==> config.mk <==
export PLATFORM = sky130hd
export DESIGN_NAME = pcie_rx_symbol_aligner
export DESIGN_NICKNAME = d
export VERILOG_FILES = /design/src/rtl/pcie_phy_pkg.sv /design/src/rtl/pcie_comma_detect.sv /design/src/rtl/pcie_rx_symbol_aligner.sv
export SDC_FILE = /design/constraint.sdc
export NUM_CORES = 1
export LEC_CHECK = 0
export CORE_MARGIN = 5
export CORE_UTILIZATION = 58
export DETAILED_ROUTE_END_ITERATION = 10
export GPL_ROUTABILITY_DRIVEN = 0
export HOLD_SLACK_MARGIN = 0.03
export PLACE_DENSITY = 0.78
export SLEW_MARGIN = 30
export SYNTH_ARGS = -nofsm -noshare
export SYNTH_HDL_FRONTEND = slang
export SYNTH_SLANG_ARGS = --single-unit
==> constraint.sdc <==
create_clock -name clk_i -period 3.3 [get_ports clk_i]
set_clock_uncertainty 0.2 [all_clocks]
set_input_delay 0.825 -clock clk_i [delete_from_list [all_inputs] [get_ports clk_i]]
set_output_delay 0.825 -clock clk_i [all_outputs]
set_load 0.01 [all_outputs]
==> src/rtl/pcie_phy_pkg.sv <==
// Shared PCIe PHY definitions: K28.5 comma encodings, the 10-bit symbol type
// and the receive aligner state encoding.
package pcie_phy_pkg;

    typedef logic [9:0] symbol_t;

    localparam symbol_t K28_5_RDN = 10'h17C;
    localparam symbol_t K28_5_RDP = 10'h283;

    typedef enum logic [1:0] {
        ST_UNLOCKED,
        ST_CANDIDATE,
        ST_LOCKED
    } align_state_t;

endpackage

==> src/rtl/pcie_comma_detect.sv <==
// Combinational K28.5 (COM) match on a 10-bit window, either running disparity.
module pcie_comma_detect
    import pcie_phy_pkg::*;
(
    input  symbol_t symbol,
    output logic    match
);

    assign match = (symbol == K28_5_RDN) || (symbol == K28_5_RDP);

endmodule

==> src/rtl/pcie_rx_symbol_aligner.sv <==
// Single-lane 8b/10b receive symbol aligner: finds the COM comma in the serial
// bit stream, locks the 10-bit boundary and emits one aligned symbol per boundary.
module pcie_rx_symbol_aligner
    import pcie_phy_pkg::*;
#(
    parameter int LOCK_COMMAS   = 2,
    parameter int UNLOCK_ERRORS = 4,
    parameter int COMMA_TIMEOUT = 1538
) (
    input  logic    clk_i,
    input  logic    rst_i,
    input  logic    lane_en_i,
    input  logic    serial_bit_i,
    input  logic    serial_bit_valid_i,
    output symbol_t symbol_o,
    output logic    symbol_valid_o,
    output logic    is_comma_o,
    output logic    locked_o
);

    localparam int TW = $clog2(COMMA_TIMEOUT + 1);

    align_state_t  state, state_next;
    logic [8:0]    history, history_next;
    logic [3:0]    bit_cnt, bit_cnt_next;
    logic [2:0]    comma_cnt, comma_cnt_next;
    logic [3:0]    misalign_cnt, misalign_cnt_next;
    logic [TW-1:0] timeout_cnt, timeout_cnt_next;
    symbol_t       window;
    logic          comma_hit;
    logic          boundary;
    logic          emit;

    // w[0] is shifted out by the next valid bit before anything reads it, so only
    // w[9:1] is stored; the updated window is the new bit on top of that history.
    assign window   = {serial_bit_i, history};
    assign boundary = (bit_cnt == 4'd9);
    assign locked_o = (state == ST_LOCKED);

    pcie_comma_detect u_comma_detect (
        .symbol (window),
        .match  (comma_hit)
    );

    always_comb begin
        state_next        = state;
        history_next      = history;
        bit_cnt_next      = bit_cnt;
        comma_cnt_next    = comma_cnt;
        misalign_cnt_next = misalign_cnt;
        timeout_cnt_next  = timeout_cnt;
        emit              = 1'b0;

        if (!lane_en_i) begin
            state_next        = ST_UNLOCKED;
            bit_cnt_next      = '0;
            comma_cnt_next    = '0;
            misalign_cnt_next = '0;
            timeout_cnt_next  = '0;
        end else if (serial_bit_valid_i) begin
            history_next = window[9:1];
            bit_cnt_next = boundary ? 4'd0 : bit_cnt + 4'd1;

            case (state)
                ST_UNLOCKED: begin
                    if (comma_hit) begin
                        bit_cnt_next   = '0;
                        comma_cnt_next = 3'd1;
                        if (LOCK_COMMAS == 1) begin
                            state_next = ST_LOCKED;
                            emit       = 1'b1;
                        end else begin
                            state_next = ST_CANDIDATE;
                        end
                    end
                end
                ST_CANDIDATE: begin
                    if (comma_hit && boundary) begin
                        comma_cnt_next = comma_cnt + 3'd1;
                        if (int'(comma_cnt) + 1 >= LOCK_COMMAS) begin
                            state_next = ST_LOCKED;
                            emit       = 1'b1;
                        end
                    end else if (comma_hit) begin
                        bit_cnt_next   = '0;
                        comma_cnt_next = 3'd1;
                    end
                end
                ST_LOCKED: begin
                    // Unlocking still lets the current symbol out; counters restart from zero.
                    if (boundary) begin
                        emit = 1'b1;
                        if (comma_hit) begin
                            misalign_cnt_next = '0;
                            timeout_cnt_next  = '0;
                        end else if (int'(timeout_cnt) + 1 >= COMMA_TIMEOUT) begin
                            state_next        = ST_UNLOCKED;
                            comma_cnt_next    = '0;
                            misalign_cnt_next = '0;
                            timeout_cnt_next  = '0;
                        end else begin
                            timeout_cnt_next = timeout_cnt + TW'(1);
                        end
                    end else if (comma_hit) begin
                        if (int'(misalign_cnt) + 1 >= UNLOCK_ERRORS) begin
                            state_next        = ST_UNLOCKED;
                            comma_cnt_next    = '0;
                            misalign_cnt_next = '0;
                            timeout_cnt_next  = '0;
                        end else begin
                            misalign_cnt_next = misalign_cnt + 4'd1;
                        end
                    end
                end
                default: begin
                    state_next = ST_UNLOCKED;
                end
            endcase
        end
    end

    always_ff @(posedge clk_i) begin
        if (rst_i) begin
            state          <= ST_UNLOCKED;
            history        <= '0;
            bit_cnt        <= '0;
            comma_cnt      <= '0;
            misalign_cnt   <= '0;
            timeout_cnt    <= '0;
            symbol_o       <= '0;
            symbol_valid_o <= 1'b0;
            is_comma_o     <= 1'b0;
        end else begin
            state          <= state_next;
            history        <= history_next;
            bit_cnt        <= bit_cnt_next;
            comma_cnt      <= comma_cnt_next;
            misalign_cnt   <= misalign_cnt_next;
            timeout_cnt    <= timeout_cnt_next;
            symbol_valid_o <= emit;
            if (emit) begin
                symbol_o   <= window;
                is_comma_o <= comma_hit;
            end
        end
    end

endmodule

==> results of run 1 <==
==> flip-flops by register name, summed over array words and instances, names as in the netlist <==
signal and count:
is_comma_o 1, bit_cnt 4, misalign_cnt 4, history 9, timeout_cnt 11, symbol_valid_o 1, comma_cnt 3, symbol_o 10
state 2
==> layout make-up <==
cell class                 count  area share, %
multi-input combinational    243           51.3
inverter                      11           1.37
sequential                    45           30.0
clock inverter                 1          0.999
tap                           52           2.16
clock buffer                   7           2.87
timing repair buffer          38           11.3
==> report_power, final <==
part / switching (W) / internal, W / total (W) / leakage (nW)
registers: 0.00000252 / 0.000544 / 0.000547 / 0.363
clock network: 0.000183 / 0.000247 / 0.000430 / 0.0585
logic: 0.0000225 / 0.0000153 / 0.0000377 / 0.757
total: 0.000208 / 0.000806 / 0.00101 / 1.18
==> timing repair <==
item	in CTS	in global routing
setup endpoints to repair	0	2
gates resized for setup	0	1
hold endpoints to repair	0	0
==> routing by layer <==
metal  track usage (%)  part of all wire (%)  vias up
met2              30.1                    46       48
met1              28.2                    48     1123
met3              3.55                   4.5        9
met5                 0                     0        -
met4              7.52                   1.4        0
li1                  -                     -     1212
==> cells in the mapped netlist, types with 5 or more instances <==
| cell | number | share of area [%] |
|---|---|---|
| nand3_1 | 11 | 2.1 |
| dfxtp_1 | 45 | 35 |
| nand2_1 | 45 | 6.6 |
| ha_1 | 12 | 5.9 |
| and2_1 | 5 | 1.2 |
| inv_1 | 11 | 1.6 |
| nor2b_1 | 5 | 1.2 |
| mux2i_1 | 16 | 6.2 |
| nor2_1 | 25 | 3.7 |
| or3_1 | 5 | 1.2 |
| and3_1 | 6 | 1.5 |
| nor4_1 | 6 | 1.5 |
| clkbuf_1 | 12 | 1.8 |
| a21oi_1 | 23 | 4.5 |
| o21ai_0 | 6 | 1.2 |
| nor3_1 | 8 | 1.6 |
==> cells by family (layout without fill, tap and decap cells) <==
family          after synthesis  in the layout  synth area share, %
xor+xnor                      1              1                0.342
fa+ha+maj                    12             12                 5.86
flops                        45             45                 35.2
simple gates                140            140                 27.7
buf+inv                      28             57                 4.78
compound gates               74             74                 19.9
mux                          16             16                 6.25
==> critical path, stage by stage <==
cell             delay (ns)
clkdlybuf4s50_1        0.44
nand2b_1               0.17
or4_4                  0.59
o2111ai_1              0.14
o22a_1                 0.42
a21o_1                 0.24
mux2i_1                0.23
==> stage by stage <==
stage / util (%) / instance area, sq um / power [W]
6_report: 69.5 / 3010 / 0.00101
5_1_grt: 69.5 / 3010 / 0.00105
4_1_cts: 69.4 / 3000 / 0.00102
3_5_place_dp: 66.8 / 2890 / 0.000597
3_3_place_gp: 66.8 / 2890 / 0.000597
2_1_floorplan: - / 2560 / 0.000581
==> path summary, 6_finish.rpt <==
check	startpoint	to	cells past startpoint
worst max-delay path	serial_bit_i	comma_cnt[1]	7
worst min-delay path	bit_cnt[2]	bit_cnt[2]	2
worst min register to register	bit_cnt[2]	bit_cnt[2]	2
worst max register to register	timeout_cnt[0]	timeout_cnt[10]	7
==> key figures, run 1 <==
Synthesis
  • Gate Count Post-Synth: 316
  • Avg Cell Area, Syn: just over 8 sq um
  • Post-synthesis sequential area ratio: 35.2%
  • Post-synth cell types: 59
  • Post-synth EDFFs: 0
  • Mapped cell area: 2560 sq um
  • Synthesized flop and latch total: 45
  • Asr flop ratio synth: 0%
  • Net Count, Synth: approximately 330
  • Primary FF master, synth: dfxtp_1
  • Yosys warns: 0

Min path
  • Worst hold path class: flop to flop

Timing
  • Final setup viols: 0
  • Final worst setup slack: 0.252 ns
  • Final min period: 3.05 ns
  • Unrepaired setup endpoints after global routing: no
  • Fmax: around 330 MHz
  • Final Hold Vio Count: 0
  • Worst slew pin tran: 0.736 ns
  • Slew Limit Fails: 0
  • Slew Limit Headroom: 50.5%
  • Hold slack: 0.292 ns
  • Tcrit/Tclk final: 92.4%
  • Post-route setup TNS: 0 ns

Global routing
  • Antenna violations before repair: 0
  • Vias in the first global route: 2215
  • Pin count of the biggest net entering global routing: 22
  • All-Layer GR Usage: 20.0%
  • First-pass GRT wire length: around 10000 um
  • Total grt overflow: 0

Routing
  • # DRC: 0
  • WL/cell: roughly 14 um
  • Drt total wl: approximately 5600 um
  • First-pass detailed-route iteration total: 5
  • Drt first-iter violations: roughly 180
  • Number of antenna-violating nets in the routed design: 0
  • Via count: around 2400
  • DR vias/cell: roughly 6.0

Final layout
  • Reg area: between 900 and 1000 sq um
  • Most frequent cells in the layout: nand2_1, dfxtp_1, nor2_1
  • Area growth from synthesis to layout: 17.3%
  • Final non-filler cell total: 397
  • Fillers: 364
  • Ant diodes: 0
  • Multi-input gate area: 1540 sq um
  • Final nets: 361
  • Layout cells sized above 1: 9.57%

Die
  • Initial Util: 59.3%
  • Die area: 5850 sq um
  • Die height: 76.5 um
  • Top Ports: 18
  • FP Rows: 24
  • Core area: roughly 4300 sq um
  • Die width: 76.5 um

Clock tree
  • CTS tree: built
  • CTS buffer count: 5
  • Clk sink count: 45
  • Root Buffer Master: clkbuf_8
  • CTS Hold Bufs: 0
  • Post-CTS setup buffer count: 0
  • Clock latency on the worst-skew pair: 0.30 ns
  • Htree depth: 2
  • Max clock buf depth: 2
  • Reg clk slew, reported paths: 0.08 ns

Setup path
  • CP Launch Type: input pin
  • Worst EP required: 3.32 ns
  • Critical Path AT: just over 3 ns
  • R2r setup slk: between 0.3 and 0.4 ns
  • Crit Path Category: input pin to flop
  • Worst setup EP type: flop
  • CP Max Fanout: 12

Pwr
  • Pwr per Cell Area: 337 nW/um^2
  • Leakage: approximately 1.2 nW
  • VDD IR max: ~0.00025 V

Placed design
  • Number of port buffers: 17
  • Cells after DPL: a little under 400
  • Dpl hpwl: just over 4000 um
  • Pre-CTS setup slack: -0.154 ns

Flow run
  • Max cap viols: 0

Run status
  • Outcome: finished, final reports clean
No activity file was read; power rests on OpenSTA's default activity.
==> run 2, diff against run 1 <==
--- a/config.mk
+++ b/config.mk
@@ -11,6 +11,7 @@
 export GPL_ROUTABILITY_DRIVEN = 0
 export HOLD_SLACK_MARGIN = 0.03
 export PLACE_DENSITY = 0.78
+export RECOVER_POWER = 100
 export SLEW_MARGIN = 30
 export SYNTH_ARGS = -nofsm -noshare
 export SYNTH_HDL_FRONTEND = slang
==> key figures, run 2 (synthesis gave the netlist of run 1 again) <==
Timing
  • Slew Limit Headroom: 51.0%
  • Final setup viols: 0
  • Final worst setup slack: ~0.27 ns
  • Final Hold Vio Count: 0
  • Slew Limit Fails: 0
  • Hold slack: 0.291 ns
  • Tcrit/Tclk final: between 90% and 100%
  • Final min period: 3.03 ns
  • Worst slew pin tran: between 0.7 and 0.8 ns
  • Unrepaired setup endpoints after global routing: no
  • Post-route setup TNS: 0 ns
  • Fmax: 330 MHz

Final layout
  • Ant diodes: 0
  • Fillers: 366
  • Area growth from synthesis to layout: 16.5%
  • Top flop regs: timeout_cnt: 11 flops, symbol_o: 10 flops, history: 9 flops
  • Max FFs per register: 11
  • Most frequent cells in the layout: nand2_1, dfxtp_1, nor2_1
  • Core Util, Final: 69.0%
  • Final nets: ~360
  • Biggest register: timeout_cnt
  • Layout cells sized above 1: 7.83%

Placed design
  • Dpl hpwl: 4100 um
  • Pre-CTS setup slack: -0.154 ns
  • Number of port buffers: 17

Pwr
  • Pwr Total: 0.00101 W
  • Pwr per Cell Area: 339 nW/um^2
  • VDD IR max: 0.000249 V
  • Leakage: 1.20 nW

Min path
  • Worst hold path class: flop to flop
  • Hold_sp: bit_cnt[2]
  • Hold Path Sink: bit_cnt[2]
  • Hold Path Depth: 2

Die
  • Core area: 4320 sq um
  • Die width: 76.5 um
  • Initial Util: 59.3%
  • Top Ports: 18
  • Die area: 5850 sq um
  • FP Rows: 24
  • Die height: 76.5 um

Global routing
  • All-Layer GR Usage: about a fifth
  • Antenna violations before repair: 0
  • Pin count of the biggest net entering global routing: 22
  • First-pass GRT wire length: 10000 um
  • Total grt overflow: 0
  • Vias in the first global route: 2215

Clock tree
  • CTS tree: built
  • Clock latency on the worst-skew pair: 0.30 ns
  • Post-CTS setup buffer count: 0
  • Clk sink count: 45
  • CTS buffer count: 5
  • Max clock buf depth: 2
  • Root Buffer Master: clkbuf_8
  • Reg clk slew, reported paths: ~0.08 ns
  • CTS Hold Bufs: 0
  • Post-cts repair resize count: 0
  • Htree depth: 2

Routing
  • Via count: 2377
  • Drt first-iter violations: 187
  • # DRC: 0
  • Drt total wl: 5540 um
  • Number of antenna-violating nets in the routed design: 0
  • DR vias/cell: approximately 6
  • WL/cell: 14.0 um
  • First-pass detailed-route iteration total: 4

Setup path
  • Crit Path Category: input pin to flop
  • Worst setup EP type: flop
  • CP Max Fanout: 6
  • CP Launch Type: input pin
  • Worst EP required: 3.33 ns
  • Critical Path AT: 3.06 ns
  • R2r setup slk: 0.32 ns
  • Reg2Reg Depth: 7
  • RR Endpoint: timeout_cnt[10]
  • Reg-to-Reg Start: timeout_cnt[0]

Run status
  • Outcome: finished, final reports clean

Flow run
  • Max cap viols: 0
run 2: changes by cell type in the layout (fill, tap and decap cells not counted), sizes merged:
| cell | delta |
|---|---|
| buf | -8 |
| dlygate4sd3 | +14 |
| clkdlybuf4s50 | -14 |
| clkbuf | +8 |
run 2: per-stage QoR:
step,cells,instance area (sq um)
floorplan,316,2560
global placement,389,2890
detailed placement,389,2890
CTS,397,3000
global route,397,2980
finish,397,2980
run 2: final cells by class:
cell class	instances	area (sq um)	area share, %
Tap cell	52	65.1	2.18
Inverter	11	41.3	1.38
Clock inverter	1	30.0	1.01
Timing Repair Buffer	38	318	10.6
Sequential cell	45	901	30.2
Multi-Input combinational cell	243	1540	51.7
Clock buffer	7	86.3	2.89
run 2: how the worst max path moves through the flow:
| stage | from | end | depth (start not counted) |
|---|---|---|---|
| 2_1_floorplan | serial_bit_i | is_comma_o | 8 |
| 3_3_place_gp | serial_bit_i | state[1] | 9 |
| 5_1_grt | serial_bit_i | state[0] | 8 |
| 3_5_place_dp | serial_bit_i | comma_cnt[1] | 7 |
| 6_report | serial_bit_i | state[1] | 9 |
| 4_1_cts | serial_bit_i | comma_cnt[1] | 7 |
run 2: per-layer routing:
layer	GRT usage [%]	vias to the layer above	part of all wire (%)	wire length, um
li1	-	1217	-	-
met1	28.2	1105	48	2680
met2	30.1	44	46	2550
met3	3.55	11	4.2	235
met4	7.52	0	1.5	82
met5	0	-	0	0
run 2: worst max-delay path: stages:
cell	delay (ns)
clkdlybuf4s50_1	0.44
nand2b_1	0.17
or4_4	0.59
clkbuf_1	0.17
a31oi_1	0.17
o21ai_0	0.09
a211oi_1	0.26
buf_4	0.17
mux2i_1	0.17
run 2: where the power goes:
group / total [W] / internal [W] / switching, W
clock: 0.000428 / 0.000247 / 0.000181
combinational: 0.0000369 / 0.0000144 / 0.0000225
sequential: 0.000547 / 0.000544 / 0.00000252
total: 0.00101 / 0.000806 / 0.000206
==> run 3, diff against run 2 <==
==> constraint.sdc (replaced) <==
create_clock -name clk_i -period 3.1 [get_ports clk_i]
set_clock_uncertainty 0.2 [all_clocks]
set_input_delay 0.775 -clock clk_i [delete_from_list [all_inputs] [get_ports clk_i]]
set_output_delay 0.775 -clock clk_i [all_outputs]
set_load 0.01 [all_outputs]
==> key figures, run 3 (synthesis gave the netlist of run 1 again) <==
Timing
  • Final min period: 3.00 ns
  • Tcrit/Tclk final: 96.7%
  • Hold slack: 0.291 ns
  • Final Hold Vio Count: 0
  • Worst slew pin tran: 0.827 ns
  • Unrepaired setup endpoints after global routing: yes
  • Fmax: 334 MHz
  • Slew Limit Fails: 0
  • Final setup viols: 0
  • Slew Limit Headroom: 44.4%

Die
  • Core area: 4320 sq um
  • Die height: about 76 um
  • Die area: 5850 sq um
  • Top Ports: 18
  • Die width: between 70 and 80 um
  • Initial Util: between 50% and 60%
  • FP Rows: 24

Flow run
  • Max cap viols: 0

Final layout
  • Ant diodes: 0
  • Area growth from synthesis to layout: 17.7%
  • Final nets: 363
  • Most frequent cells in the layout: nand2_1, dfxtp_1, nor2_1
  • Layout cells sized above 1: a little under an eighth
  • Max FFs per register: 11
  • Top flop regs: timeout_cnt: 11 flops, symbol_o: 10 flops, history: 9 flops
  • Biggest register: timeout_cnt

Setup path
  • Worst setup EP type: flop
  • Critical Path AT: approximately 3 ns
  • Worst EP required: 3.13 ns
  • Crit Path Category: input pin to flop
  • CP Max Fanout: 6
  • CP Launch Type: input pin

Routing
  • DR vias/cell: 6.11
  • # DRC: 0
  • Drt first-iter violations: 165
  • Number of antenna-violating nets in the routed design: 0
  • Via count: 2439
  • First-pass detailed-route iteration total: 4
  • Drt total wl: 5880 um
  • WL/cell: 14.7 um

Clock tree
  • CTS buffer count: 5
  • Clock latency on the worst-skew pair: 0.30 ns
  • Htree depth: 2
  • Reg clk slew, reported paths: 0.08 ns
  • Max clock buf depth: 2
  • Clk sink count: 45
  • CTS tree: built
  • CTS Hold Bufs: 0
  • Root Buffer Master: clkbuf_8

Global routing
  • First-pass GRT wire length: 10300 um
  • Vias in the first global route: 2274
  • Pin count of the biggest net entering global routing: 22
  • All-Layer GR Usage: 20.8%
  • Total grt overflow: 0
  • Antenna violations before repair: 0

Pwr
  • Pwr Total: 0.00101 W
  • Leakage: around 1.2 nW
  • Pwr per Cell Area: between 300 and 400 nW/um^2
  • VDD IR max: 0.000236 V

Min path
  • Worst hold path class: flop to flop

Placed design
  • Number of port buffers: 17
  • Dpl hpwl: approximately 4300 um

Run status
  • Outcome: finished, final reports clean
-- run 3: cell count changes in the layout (fill, tap and decap cells not counted), sizes merged --
cell and change:
buf +10, bufinv -1, clkbuf -9, clkinv +2
-- run 3: layout make-up --
class	instances	area (sq um)
Clock buffer	6	82.6
Clock inverter	2	13.8
Fill cell	365	1310
Inverter	11	41.3
Multi-Input combinational cell	243	1560
Sequential cell	45	901
Tap cell	52	65.1
Timing Repair Buffer	40	355
-- run 3: worst paths after layout --
path,startpoint,end,slack [ns],cells past startpoint
hold / removal,symbol_o[7],symbol_o[7],0.29,2
setup / recovery,serial_bit_i,state[1],0.10,9
hold reg to reg,symbol_o[7],symbol_o[7],0.29,2
setup reg to reg,timeout_cnt[1],timeout_cnt[10],0.15,8
-- run 3: power breakdown --
part           total (W)  leakage, nW  switching, W  internal (W)
Clock           0.000388       0.0512      0.000207      0.000181
Combinational  0.0000403        0.804     0.0000242     0.0000161
Sequential      0.000582        0.363    0.00000258      0.000580
-- run 3: routing by layer --
layer  vias to the layer above  track usage (%)  routed length, um
li1                       1216                -                  -
met1                      1144             27.9               2750
met2                        63             32.1               2720
met3                        16             3.31                271
met4                         0             10.7                142
met5                         -                0                  0
-- run 3: worst max-delay path: stages --
cell and delay, ns:
clkdlybuf4s50_1 0.45, nand2b_1 0.18, or4_4 0.59, buf_4 0.18, a31oi_1 0.17, o21ai_0 0.11
a211oi_2 0.25, buf_4 0.16, mux2i_1 0.16
-- run 3: what timing repair did --
action / CTS / global route
hold endpoints to repair: 0 / 0
gates resized for setup: 1 / 4
setup endpoints to repair: 3 / 7
setup buffers: 0 / 0
-- run 3: per-stage QoR --
stage	instance area, sq um	std cells	setup WS [ns]	util [%]	setup TNS [ns]
6_report	3020	399	0.103	69.8	0
2_1_floorplan	2560	316	0.201	-	0
4_1_cts	3000	399	0.0539	69.4	0
5_1_grt	3020	399	-0.0564	69.8	-0.232
3_3_place_gp	2900	391	-0.302	67.1	-4.33
3_5_place_dp	2900	391	-0.345	67.1	-6.20
